$ cat config.mk
export PLATFORM = sky130hd
export DESIGN_NAME = rv32i_load_store_unit_flat
export DESIGN_NICKNAME = d
export VERILOG_FILES = /design/src/rtl/rv32i_load_store_unit_if.sv /design/src/rtl/rv32i_load_store_unit.sv /design/src/flat_wrapper.sv
export SDC_FILE = /design/constraint.sdc
export NUM_CORES = 1
export LEC_CHECK = 0
export ABC_AREA = 1
export CAP_MARGIN = 10
export CORE_MARGIN = 2
export CORE_UTILIZATION = 44
export CTS_CLUSTER_DIAMETER = 40
export CTS_CLUSTER_SIZE = 16
export DETAILED_ROUTE_END_ITERATION = 7
export PLACE_DENSITY = 0.89
export SLEW_MARGIN = 20
export SYNTH_ARGS = -nofsm -noshare
export SYNTH_HDL_FRONTEND = slang
export SYNTH_SLANG_ARGS = --single-unit
export TNS_END_PERCENT = 10
$ cat constraint.sdc
create_clock -name clk -period 2 [get_ports clk]
set_input_delay 0.4 -clock clk [delete_from_list [all_inputs] [get_ports clk]]
set_output_delay 0.4 -clock clk [all_outputs]
set_load 0.05 [all_outputs]
$ cat src/rtl/rv32i_load_store_unit_if.sv
// Shared memory-port bundle between the load/store unit and the Von Neumann memory.
//   mem_req   : request valid, held until mem_ready completes it
//   mem_we    : 1 = write cycle
//   mem_addr  : word-aligned byte address
//   mem_wdata : lane-replicated store data
//   mem_wmask : byte enables (0000 on reads)
//   mem_rdata : read word, valid with mem_ready
//   mem_ready : completion of the current request
// master = load/store unit, slave = memory.
interface rv32i_load_store_unit_if;
  logic        mem_req;
  logic        mem_we;
  logic [31:0] mem_addr;
  logic [31:0] mem_wdata;
  logic [3:0]  mem_wmask;
  logic [31:0] mem_rdata;
  logic        mem_ready;

  modport master (
    output mem_req, mem_we, mem_addr, mem_wdata, mem_wmask,
    input  mem_rdata, mem_ready
  );

  modport slave (
    input  mem_req, mem_we, mem_addr, mem_wdata, mem_wmask,
    output mem_rdata, mem_ready
  );
endinterface

$ cat src/rtl/rv32i_load_store_unit.sv
// RV32I memory-access stage. Takes the ALU result as effective address, runs one
// load or store over the shared memory port, returns extended load data.
//   clk, reset         : clock, synchronous active-high reset
//   start_i            : request strobe, accepted only when idle
//   is_store_i         : 1 = SB/SH/SW, 0 = load
//   funct3_i           : RV32I width/sign code
//   addr_i             : effective byte address
//   store_data_i       : rs2 value
//   busy_o             : state != idle
//   done_o             : one-cycle completion pulse
//   load_data_o        : extended load result, valid with done_o
//   err_misaligned_o   : with done_o, misaligned address or illegal funct3
//   err_timeout_o      : with done_o, memory never answered
//   mem                : memory port (master side)
module rv32i_load_store_unit #(
  parameter int unsigned TIMEOUT_CYCLES = 16,
  parameter int unsigned TMO_W          = 5
) (
  input  logic                           clk,
  input  logic                           reset,
  input  logic                           start_i,
  input  logic                           is_store_i,
  input  logic [2:0]                     funct3_i,
  input  logic [31:0]                    addr_i,
  input  logic [31:0]                    store_data_i,
  output logic                           busy_o,
  output logic                           done_o,
  output logic [31:0]                    load_data_o,
  output logic                           err_misaligned_o,
  output logic                           err_timeout_o,
  rv32i_load_store_unit_if.master        mem
);

  typedef enum logic [1:0] {StIdle, StReq, StResp} state_e;

  state_e             state_q, state_d;
  logic [2:0]         funct3_q;
  logic [1:0]         off_q;
  logic               we_q;
  logic [31:0]        addr_q;
  logic [31:0]        wdata_q;
  logic [3:0]         wmask_q;
  logic [TMO_W-1:0]   cnt_q;
  logic [31:0]        load_data_q;
  logic               err_mis_q;
  logic               err_tmo_q;

  logic               accept, complete, timeout, legal;
  logic [31:0]        fmt_wdata;
  logic [3:0]         fmt_wmask;
  logic [31:0]        rd_shift;
  logic [15:0]        rd_half;
  logic [31:0]        extracted;

  // Legality of the incoming request; stores only exist for B/H/W.
  always_comb begin
    legal = 1'b0;
    case (funct3_i)
      3'b000:  legal = 1'b1;
      3'b001:  legal = ~addr_i[0];
      3'b010:  legal = (addr_i[1:0] == 2'b00);
      3'b100:  legal = ~is_store_i;
      3'b101:  legal = ~is_store_i & ~addr_i[0];
      default: legal = 1'b0;
    endcase
  end

  // Bus-side store formatting; reads present zero data and mask.
  always_comb begin
    fmt_wdata = '0;
    fmt_wmask = '0;
    if (is_store_i) begin
      case (funct3_i[1:0])
        2'b00: begin
          fmt_wdata = {4{store_data_i[7:0]}};
          fmt_wmask = 4'b0001 << addr_i[1:0];
        end
        2'b01: begin
          fmt_wdata = {2{store_data_i[15:0]}};
          fmt_wmask = addr_i[1] ? 4'b1100 : 4'b0011;
        end
        default: begin
          fmt_wdata = store_data_i;
          fmt_wmask = 4'b1111;
        end
      endcase
    end
  end

  // Load extraction from the returned word using the latched byte offset.
  always_comb begin
    rd_shift  = mem.mem_rdata >> {off_q, 3'b000};
    rd_half   = off_q[1] ? mem.mem_rdata[31:16] : mem.mem_rdata[15:0];
    extracted = mem.mem_rdata;
    case (funct3_q)
      3'b000:  extracted = {{24{rd_shift[7]}}, rd_shift[7:0]};
      3'b100:  extracted = {24'b0, rd_shift[7:0]};
      3'b001:  extracted = {{16{rd_half[15]}}, rd_half};
      3'b101:  extracted = {16'b0, rd_half};
      default: extracted = mem.mem_rdata;
    endcase
  end

  always_comb begin
    state_d  = state_q;
    accept   = 1'b0;
    complete = 1'b0;
    timeout  = 1'b0;
    unique case (state_q)
      StIdle: begin
        if (start_i) begin
          accept  = 1'b1;
          // Illegal requests skip the bus and report immediately.
          state_d = legal ? StReq : StResp;
        end
      end
      StReq: begin
        if (mem.mem_ready) begin
          complete = 1'b1;
          state_d  = StResp;
        end else if (cnt_q == TMO_W'(TIMEOUT_CYCLES - 1)) begin
          timeout = 1'b1;
          state_d = StResp;
        end
      end
      StResp:  state_d = StIdle;
      default: state_d = StIdle;
    endcase
  end

  always_ff @(posedge clk) begin
    if (reset) begin
      state_q     <= StIdle;
      funct3_q    <= '0;
      off_q       <= '0;
      we_q        <= 1'b0;
      addr_q      <= '0;
      wdata_q     <= '0;
      wmask_q     <= '0;
      cnt_q       <= '0;
      load_data_q <= '0;
      err_mis_q   <= 1'b0;
      err_tmo_q   <= 1'b0;
    end else begin
      state_q <= state_d;
      if (accept) begin
        funct3_q  <= funct3_i;
        off_q     <= addr_i[1:0];
        we_q      <= is_store_i;
        addr_q    <= {addr_i[31:2], 2'b00};
        wdata_q   <= fmt_wdata;
        wmask_q   <= fmt_wmask;
        cnt_q     <= '0;
        err_mis_q <= ~legal;
        err_tmo_q <= 1'b0;
      end
      if (state_q == StReq && !mem.mem_ready) cnt_q <= cnt_q + 1'b1;
      if (complete && !we_q) load_data_q <= extracted;
      if (timeout) begin
        load_data_q <= '0;
        err_tmo_q   <= 1'b1;
      end
    end
  end

  assign busy_o           = (state_q != StIdle);
  assign done_o           = (state_q == StResp);
  assign load_data_o      = load_data_q;
  assign err_misaligned_o = err_mis_q;
  assign err_timeout_o    = err_tmo_q;

  assign mem.mem_req   = (state_q == StReq);
  assign mem.mem_we    = we_q;
  assign mem.mem_addr  = addr_q;
  assign mem.mem_wdata = wdata_q;
  assign mem.mem_wmask = wmask_q;

endmodule

$ cat src/flat_wrapper.sv
// flat-port wrapper written by rule: the top's interface ports become plain ports
module rv32i_load_store_unit_flat 
#(
  parameter int unsigned TIMEOUT_CYCLES = 16,
  parameter int unsigned TMO_W          = 5
)
  (clk, reset, start_i, is_store_i, funct3_i, addr_i, store_data_i, busy_o, done_o, load_data_o, err_misaligned_o, err_timeout_o, mem_mem_req, mem_mem_we, mem_mem_addr, mem_mem_wdata, mem_mem_wmask, mem_mem_rdata, mem_mem_ready);
  rv32i_load_store_unit_if mem_i ();
  input  logic clk;
  input  logic reset;
  input  logic start_i;
  input  logic is_store_i;
  input  logic [2:0] funct3_i;
  input  logic [31:0] addr_i;
  input  logic [31:0] store_data_i;
  output logic busy_o;
  output logic done_o;
  output logic [31:0] load_data_o;
  output logic err_misaligned_o;
  output logic err_timeout_o;
  output wire logic [$bits(mem_i.mem_req)-1:0] mem_mem_req;
  output wire logic [$bits(mem_i.mem_we)-1:0] mem_mem_we;
  output wire logic [$bits(mem_i.mem_addr)-1:0] mem_mem_addr;
  output wire logic [$bits(mem_i.mem_wdata)-1:0] mem_mem_wdata;
  output wire logic [$bits(mem_i.mem_wmask)-1:0] mem_mem_wmask;
  input wire logic [$bits(mem_i.mem_rdata)-1:0] mem_mem_rdata;
  input wire logic [$bits(mem_i.mem_ready)-1:0] mem_mem_ready;
  assign mem_mem_req = mem_i.mem_req;
  assign mem_mem_we = mem_i.mem_we;
  assign mem_mem_addr = mem_i.mem_addr;
  assign mem_mem_wdata = mem_i.mem_wdata;
  assign mem_mem_wmask = mem_i.mem_wmask;
  assign mem_i.mem_rdata = mem_mem_rdata;
  assign mem_i.mem_ready = mem_mem_ready;
  rv32i_load_store_unit #(.TIMEOUT_CYCLES(TIMEOUT_CYCLES), .TMO_W(TMO_W)) u_core (.clk(clk), .reset(reset), .start_i(start_i), .is_store_i(is_store_i), .funct3_i(funct3_i), .addr_i(addr_i), .store_data_i(store_data_i), .busy_o(busy_o), .done_o(done_o), .load_data_o(load_data_o), .err_misaligned_o(err_misaligned_o), .err_timeout_o(err_timeout_o), .mem(mem_i));
endmodule
; ---- Word level (Yosys, flattened, before mapping)
; Index checks and enable logic that the tools add are counted.
; W data, S select, Z words.
[op_classes]
bitwise_logic = 4
n_eq_ne = 13
reduce_logical = 14
n_addsub = 1
n_mux = 24
shifts = 2
[op_table]
columns = operator, count
row1 = $pmux W32 S4, 1
row2 = $pmux W32 S2, 1
row3 = $mux W32, 1
row4 = $shr A32 B5 Y8, 1
row5 = $mux W16, 1
row6 = $eq A3 B3 Y1 const B, 4
row7 = $mux W5, 2
row8 = $mux W1, 9
row9 = $mux W2, 4
row10 = $mux W4, 2
row11 = $pmux W4 S2, 1
row12 = $eq A3 B1 Y1 const B, 2
row13 = $logic_not A2 Y1, 3
row14 = $logic_not A3 Y1, 2
row15 = $reduce_bool A2 Y1, 3
row16 = $add A5 B1 Y5 const B, 1
row17 = $eq A5 B4 Y1 const B, 1
row18 = $pmux W1 S5, 1
row19 = $eq A2 B1 Y1 const B, 2
row20 = $pmux W2 S2, 1
row21 = $shl A1 B2 Y4 const A, 1
row22 = $eq A3 B2 Y1 const B, 1
row23 = $ne A3 B1 Y1 const B, 1
row24 = $not A1 Y1, 3
row25 = 7 further kinds, 9
[word_totals]
out_inout_bits = 106
input_bits = 104
register_bits = 113
wordCells = 69

; ---- Depth between registers and ports, before layout
; Gate-level depths: netlist of run 1.
[depth]
word_depth = 6
ltp_mapped = 10
mapped_depth_nobuf = 9

; ---- Least setup slack after synthesis of run 1
; Ideal clock, no wire load.
[synth_timing]
kind = reg-to-reg
startpoint = register u_core.cnt_q[0]
endpoint = register u_core.load_data_q[10], in the netlist u_core.load_data_o[10]
arrival_time_ns = 1.312
setup_ns = 0.118
period_less_slack_ns = 1.430
path_stages_with_launch = 11
n_path_buf = 1
required_time_ns = 1.882
slack_ns = 0.570
path_cell_list = dfxtp_1 ha_1 inv_1 nor3_1 ha_1 nand2_1 nand2_1 inv_1 buf_4 o21ai_0 nor2_1
[synth_between]
elab_chain_len = 5
[synth_rtl]
columns = item, line_no
row1 = start: declaration, rv32i_load_store_unit.sv:43  ; logic [TMO_W-1:0] cnt_q;
row2 = start signal: assignment, rv32i_load_store_unit.sv:157  ; if (state_q == StReq && !mem.mem_ready) cnt_q <= cnt_q + 1'b1;
row3 = $eq A5 B4 Y1, rv32i_load_store_unit.sv:121  ; end else if (cnt_q == TMO_W'(TIMEOUT_CYCLES - 1)) begin
row4 = $mux W1, rv32i_load_store_unit.sv:121
row5 = $mux W1, rv32i_load_store_unit.sv:118  ; if (mem.mem_ready) begin
row6 = $mux W1, rv32i_load_store_unit.sv:109  ; unique case (state_q)
row7 = $reduce_or A2 Y1 (no source line), -
row8 = end signal: assignment, rv32i_load_store_unit.sv:158  ; if (complete && !we_q) load_data_q <= extracted;
row9 = end: declaration, rv32i_load_store_unit.sv:44  ; logic [31:0] load_data_q;
; No other way between the ends.
; A chain may end at the register's enable or synchronous reset.

; ---- Final worst setup path of run 1
[layout_timing]
startpoint = register u_core.addr_q[15], in the netlist u_core.mem.mem_addr[15]
endpoint = output mem_mem_addr[15]
[layout_rtl]
columns = item, line_no
row1 = start: declaration, rv32i_load_store_unit.sv:40  ; logic [31:0] addr_q;
row2 = start signal: assignment, rv32i_load_store_unit.sv:150  ; addr_q <= {addr_i[31:2], 2'b00};
row3 = end: declaration, flat_wrapper.sv:23  ; output wire logic [$bits(mem_i.mem_addr)-1:0] mem_mem_addr;
; No word-level cell between the ends.

==> results of run 1 <==
==> state kept, by name (all words and copies together), names as in the netlist <==
name / flops
u_core.cnt_q: 5
u_core.err_misaligned_o: 1
u_core.err_timeout_o: 1
u_core.funct3_q: 3
u_core.load_data_o: 32
u_core.mem.mem_addr: 30
u_core.mem.mem_wdata: 32
u_core.mem.mem_we: 1
u_core.mem.mem_wmask: 4
u_core.off_q: 2
u_core.state_q: 2
==> synth_stat cells, drive strengths merged <==
cell	number
o22ai	1
nor3	3
buf	28
a21o	7
ha	2
nand3	24
and3	1
nand4	3
clkbuf	19
o21ai	99
nand3b	10
conb	1
nand2	137
inv	77
dfxtp	113
a21oi	60
o211ai	18
nor2	156
==> power breakdown <==
part	internal [W]	leakage, nW	switching (W)	total [W]
sequential	0.00238	0.924	0.0000736	0.00246
combinational	0.000583	2.84	0.000998	0.00158
clock	0.00224	0.319	0.00104	0.00328
==> path summary, 6_finish.rpt <==
kind | start | endpoint | slack [ps] | cells after the start
worst min-delay path | u_core.mem.mem_wdata[2]$_SDFFE_PP0P_ | u_core.mem.mem_wdata[2]$_SDFFE_PP0P_ | 460 | 2
worst max-delay path | u_core.mem.mem_addr[15]$_SDFFE_PP0P_ | mem_mem_addr[15] | 20 | 1
worst min register to register | u_core.mem.mem_wdata[2]$_SDFFE_PP0P_ | u_core.mem.mem_wdata[2]$_SDFFE_PP0P_ | 460 | 2
worst max register to register | u_core.cnt_q[0]$_SDFFE_PP0P_ | u_core.load_data_o[19]$_SDFFE_PP0P_ | 230 | 10
==> metrics by stage <==
stage | setup TNS (ps) | total power [W] | instances
after CTS | 0 | 0.00737 | 1115
final | 0 | 0.00732 | 1115
after global placement | 0 | 0.00405 | 1083
after floorplan | 0 | 0.00347 | 760
after global routing | -12.3 | 0.00761 | 1115
after detailed placement | 0 | 0.00407 | 1083
==> final cells by class <==
class | instances | share of cell area (%)
inverter | 77 | 3.56
clock buffer | 23 | 6.13
multi-input combinational | 523 | 29.7
timing repair buffer | 227 | 28.7
clock inverter | 9 | 1.86
sequential | 113 | 27.8
tap | 143 | 2.20
==> cell families after synthesis <==
logic type               Yosys count  synth area share, %
flip-flops                       113                 43.5
buffers and inverters            124                 10.3
AO/OA/AOI/OAI                    185                 19.0
adder cells (fa/ha/maj)            2                0.481
AND/OR/NAND/NOR                  334                 26.7
other                              1               0.0720
==> layer usage <==
metal / up-vias / wire [um] / track usage (%)
li1: 2833 / - / -
met4: 0 / 403 / 9.84
met5: - / 0 / 0
met2: 267 / 8100 / 44.0
met3: 37 / 1550 / 9.27
met1: 2589 / 6540 / 29.8
==> what timing repair did <==
item                       CTS  global route
hold buffers                 0             0
cloned                       0             0
resized for setup            8            37
setup endpoints to repair    8            37
pin swaps                    0             0
setup buffers                0             0
==> results, run 1 <==
- Measured against its own limit, the worst slew margin works out to 63.8%.
- The floorplan step defined a core boundary enclosing between 0.01 and 0.015 mm2.
- The maximum vdd drop is ~0.00073 V.
- The total count of hold-check failures in the final report came to 0.
- The flow ran to the end, and the final reports show no timing, DRC or antenna violations.
- The routed design could run at a clock period as short as approximately 2000 ps.
- The number of antenna violations at the first check in global routing was 0.
- The register clock-pin slew on the reported worst setup and hold paths is approximately 60 ps.
- The placement row count is 39.
- After layout, the worst setup slack is between 20 and 25 ps.
- Among cell families on the critical path, the largest total delay comes from buffers and inverters.
- The library cells used most frequently in the layout, excluding fill and tap cells, are 158 x clkdlybuf4s50_1, 152 x nor2_1, 130 x nand2_1.
- The iteration-0 DRC count of the detailed router is 336.
- The mapped netlist covers 0.00520 mm2.
- Once layout is complete, the utilization of the core stands at 70.8%.
- Cells with a size suffix above 1 make up under 10% of the layout.
- The die covers 0.0127 mm2.
- For this configuration, the core starts out at a cell density of a little under half.
- The via count of the first global-routing pass was around 5300.
- The gate count of the mapped netlist is ~760.
- The area taken by multi-input logic gates is 0.00241 mm2.
- STA classifies the critical path startpoint as a flip-flop.
- The half-perimeter wire length after detailed placement is 11.7 mm.
- STA puts the critical path data arrival time at around 1600 ps.
- The total area of sequential cells is between 0.002 and 0.0025 mm2.
- The total power divided by cell area is 901 mW/mm2.
- The largest net degree at the start of global routing is 61.
- The first global-routing pass estimated between 20 and 30 mm of wire.
- The library cell occupying the most area in the post-synthesis netlist is dfxtp_1.
- After detailed routing, the average wire length per cell comes to approximately 15 um.
- The number of slew-limit violations in the final report was 0.
- During I/O placement, the number of pins put on the boundary was 210.
- For the pin with the worst max-slew slack, the measured transition is approximately 540 ps.
- The flop and latch count out of synthesis is approximately 110.
- Max-cap violations in this run came to 0.
- Clock tree synthesis inserted a total of 17 buffers.
- The final weighted congestion of routability-driven global placement is 0.894.
- The worst setup path is captured at a primary output.
- The sum of overflow across all layers after global routing is 0.
- The diode insertion count for antenna repair is 0.
- OpenSTA, run right after detailed placement, puts the worst setup slack at 117 ps.
- The count of endpoints failing setup in the final report is 0.
- TritonCTS built the clock tree.
- The maximum clock frequency is ~0.5 GHz.
- The root buffer selected by CTS is clkbuf_16.
- The maximum fanout encountered on the critical timing path is 2.
- Across every metal layer, demand over resource in global routing totals around a quarter.
- The detailed-route vias per instance is roughly 5.1.
- Yosys printed 0 warnings.
- Leaving out fill and tap cells, the most frequent cell in the layout is clkdlybuf4s50_1.
- The leakage dissipation is 4.08 nW.
- In this run the tool buffered the top-level ports with between 200 and 250 buffer cells.
- The final route contains ~5700 vias.
- The share of the Yosys chip area taken by registers is between 40 and 50%.
- The clock sink total is ~110.
- In this run the cell area measured after placement is 0.00739 mm2.
- For this design, the slowest cell found on the critical path is clkdlybuf4s50_1.
- Counting the fill cells in the layout gives between 800 and 900.
- After synthesis, the netlist uses 28 different library cells.
- The average instance in the mapped netlist occupies 6.86 um2.
- On the worst path, the slowest cell contributes a delay of between 800 and 900 ps.
- The class of the most critical hold timing path is reg2reg.
- With fillers left out, the area of the finished cells amounts to approximately 0.0081 mm2.
- The tightest hold path in the finished design has a slack of about 460 ps.
- The die is ~110 um wide.
- Together, buffers and inverters on the worst path number 1.
- After synthesis, the cell types taking the most area are dfxtp_1 43%, nor2_1 11%, nand2_1 9.4%, o21ai_0 7.8%, a21oi_1 5.8%.
- Measured along the y axis, the die boundary spans around 110 um.
- The CTS H-tree depth is 4.
- The iteration count of the initial detailed-routing pass is 5.
- Compared with the post-synthesis result, the final layout area differs by 56.1%.
- The period utilization is 98.8%.
- The worst path required time is between 1500 and 2000 ps.
- The remaining antenna violation count is 0.
- The maximum buffer depth of the clock tree is 2.
- The latest clock arrival within the worst-skew pair is 420 ps.
- At the end of the flow, the number of nets in the layout was 1065.
- The wire length reported by the detailed router is 16.6 mm.
- Of the post-synthesis cell area, the dominant cell type holds 43.5%.
- The clock arrives with between 7 and 8 ps of skew.
- The critical path in this run is classified as reg2out.
- Traced cell by cell, the critical path runs through clkdlybuf4s50_1.
- The number of remaining DRC errors is 0.
Power figures use the tool's default switching activity.
==> inputs of run 2 (changes only) <==
- PLACE_DENSITY: 0.89 -> 0.81
==> run 2 against run 1 <==
Against the previous run: global-route usage is 0.56 points lower; cell count is 0.27% lower; wire length is 2.6% lower; clock-buffer cell count is 4 lower; clock power is 6.1% lower; sequential power hardly changed; flip-flop and latch count stayed put; setup slack better by 12 ps; first-iteration DRC count is 38% higher; non-clock buffer count is 3 lower; core utilization is 0.68 points lower; critical path type unchanged.
==> results, run 2 (synthesized netlist as in run 1, its figures left out) <==
- The count of filler cells inserted in the layout is 943 (+5.1%).
- The iteration count of the initial detailed-routing pass was 5 (unchanged).
- The library cell used most frequently in the layout, excluding fill and tap cells, is clkdlybuf4s50_1.
- The time the final worst path needs with I/O delays and setup is 1960 ps (-12.2 ps).
- The post-route clock skew is 7.61 ps (-0.347 ps).
- The effective utilization at floorplan is 45.4% (unchanged).
- The worst setup path is launched from a flip-flop.
- The max-cap check violation count is 0 (unchanged).
- The half-perimeter wire length after detailed placement was 11.4 mm (-2.3%).
- The run finished with clean final reports.
- The clock sink total is 113 (unchanged).
- The worst setup path category is reg2out.
- The buffer and inverter count on the worst path is 1 (unchanged).
- The endpoint kind of the worst setup timing path is a primary output.
- The total core area is 0.0115 mm2 (unchanged).
- The signal on the critical path passes through clkdlybuf4s50_1.
- The total count of hold-check failures in the final report is 0 (unchanged).
- The final worst slack was 36.4 ps (+12.2 ps).
- The die span in y is 113 um (unchanged).
- The final-stage net count is 1062 (-0.28%).
- The detailed-route vias per instance is 5.09 (-0.89%).
- The width of the chip came to 113 um (unchanged).
- The remaining antenna violation count is 0 (unchanged).
- The global routing usage summed across all routing layers is 25.3% (-0.56 points).
- The latest clock arrival within the worst-skew pair was 410 ps (about the same).
- The worst path required time came to 1600 ps (about the same).
- The largest net degree at the start of global routing is 63 (+3.3%).
- The register clock-pin slew on the reported worst setup and hold paths is 60 ps (about the same).
- The total CTS buffers is 17 (unchanged).
- The sum of negative setup slack came to 0 ps (unchanged).
- The count of input and output buffers was 207 (unchanged).
- The count of endpoints failing setup in the final report was 0 (unchanged).
- The power after layout is 0.00710 W (-3.0%).
- The wire length reported by the detailed router is 16.2 mm (-2.6%).
- The leakage dissipation is 3.84 nW (-5.8%).
- Compared with the post-synthesis result, the final layout area differs by 54.6%.
- The number of slew-limit violations in the final report is 0 (unchanged).
- The number of I/O pins is 210 (unchanged).
- The total die area was 0.0127 mm2 (unchanged).
- The post-CTS setup repair buffer count came to 0 (unchanged).
- Setup repair after global routing left no endpoint under its margin.
- The cell with the biggest individual delay on the critical path is clkdlybuf4s50_1.
- The global-route wire length before repair is 25.9 mm (-0.50%).
- TritonCTS built the clock tree.
- The via count of the first global-routing pass is 5329 (-0.019%).
- The number of hold buffers added after CTS is 0 (unchanged).
- The iteration-0 DRC count of the detailed router is 465 (+38%).
- The maximum buffer depth of the clock tree is 2 (unchanged).
- The worst setup slack before clock tree synthesis came to 75.4 ps (-41.5 ps).
- The maximum vdd drop came to 0.000521 V (-28%).
- The library cells used most frequently in the layout, excluding fill and tap cells, are 174 x clkdlybuf4s50_1, 152 x nor2_1, 130 x nand2_1.
- The average wire length per cell after detail routing came to 14.5 um (-2.3%).
- The class of the most critical hold timing path is reg2reg.
- The number of antenna violations at the first check in global routing is 0 (unchanged).
- The final weighted congestion of routability-driven global placement is 0.891 (-0.34%).
- The period utilization is 98.2% (-0.61 points).
- The max-slew headroom at the worst pin came to 63.6% (-0.22 points).
- The number of remaining DRC errors came to 0 (unchanged).
- The sum of overflow across all layers after global routing is 0 (unchanged).
- The diode insertion count for antenna repair is 0 (unchanged).
- The total power divided by cell area is 883 mW/mm2 (-2.1%).
- The total via count after detailed routing is 5660 (-1.2%).
- The share of cells above drive strength 1 is 7.64% (-0.079 points).
- The largest stage delay on the critical path is 820 ps (about the same).
- The tree is rooted in a clkbuf_16.
- The data arrival time of the worst path is 1560 ps (-20 ps).
- The maximum fanout encountered on the critical timing path is 2 (unchanged).
- The placement row count is 39 (unchanged).
- The slew of the pin with the lowest slew margin came to 545 ps (+3.27 ps).
- The CTS H-tree depth came to 4 (unchanged).
- The maximum clock frequency is 0.509 GHz (+0.62%).
- Broken down by cell family, the worst path's largest delay share belongs to buffers and inverters.
[run 2: changes by cell type in the layout (fill, tap and decap cells not counted), sizes merged, moves of 2 or more]
cell and change:
buf -2, clkinvlp +3, clkdlybuf4s50 +16, clkbuf -4
dlygate4sd2 -6, dlymetal6s2s -11
[run 2: stage by stage]
step / instances / hold slack [ps] / cell area, um2 / util, %
after global routing: 1112 / 481 / 8050 / 70.2
after detailed placement: 1080 / 456 / 7380 / 64.4
after floorplan: 760 / 447 / 5210 / -
final: 1112 / 462 / 8050 / 70.2
after global placement: 1080 / 452 / 7380 / 64.4
after CTS: 1112 / 464 / 7980 / 69.6
[run 2: worst paths after layout]
check                                                      startpoint                                   end  slack, ps  cells after the start
worst max-delay path            u_core.mem.mem_wdata[28]$_SDFFE_PP0P_                     mem_mem_wdata[28]         40                      1
worst min-delay path             u_core.mem.mem_wdata[1]$_SDFFE_PP0P_  u_core.mem.mem_wdata[1]$_SDFFE_PP0P_        460                      2
worst max register to register           u_core.cnt_q[0]$_SDFFE_PP0P_   u_core.load_data_o[19]$_SDFFE_PP0P_        210                     10
worst min register to register   u_core.mem.mem_wdata[1]$_SDFFE_PP0P_  u_core.mem.mem_wdata[1]$_SDFFE_PP0P_        460                      2
[run 2: repair_timing]
item,CTS,global route
gates resized for setup,2,27
endpoints found under the setup margin,2,29
gates cloned,0,0
[run 2: area by class of cell]
| class | count | area [um2] | share of cell area [%] |
|---|---|---|---|
| Timing Repair Buffer | 224 | 2300 | 28.6 |
| Tap cell | 143 | 179 | 2.22 |
| Clock buffer | 19 | 443 | 5.50 |
| Sequential cell | 113 | 2260 | 28.1 |
| Clock inverter | 13 | 161 | 2.01 |
| Multi-Input combinational cell | 523 | 2410 | 30.0 |
| Inverter | 77 | 289 | 3.59 |
[run 2: power by group]
part | internal, W | switching (W) | leakage, nW | total, W
Clock | 0.00199 | 0.00109 | 0.285 | 0.00308
Combinational | 0.000584 | 0.000985 | 2.64 | 0.00157
Sequential | 0.00238 | 0.0000741 | 0.924 | 0.00246
Total | 0.00496 | 0.00215 | 3.85 | 0.00710
[run 2: routing by layer]
metal	vias up	wire length, um	global-route usage, %
met5	-	0	0
met4	0	346	8.94
met3	31	1530	9.21
met2	242	7850	42.9
met1	2565	6440	29.5
li1	2822	-	-
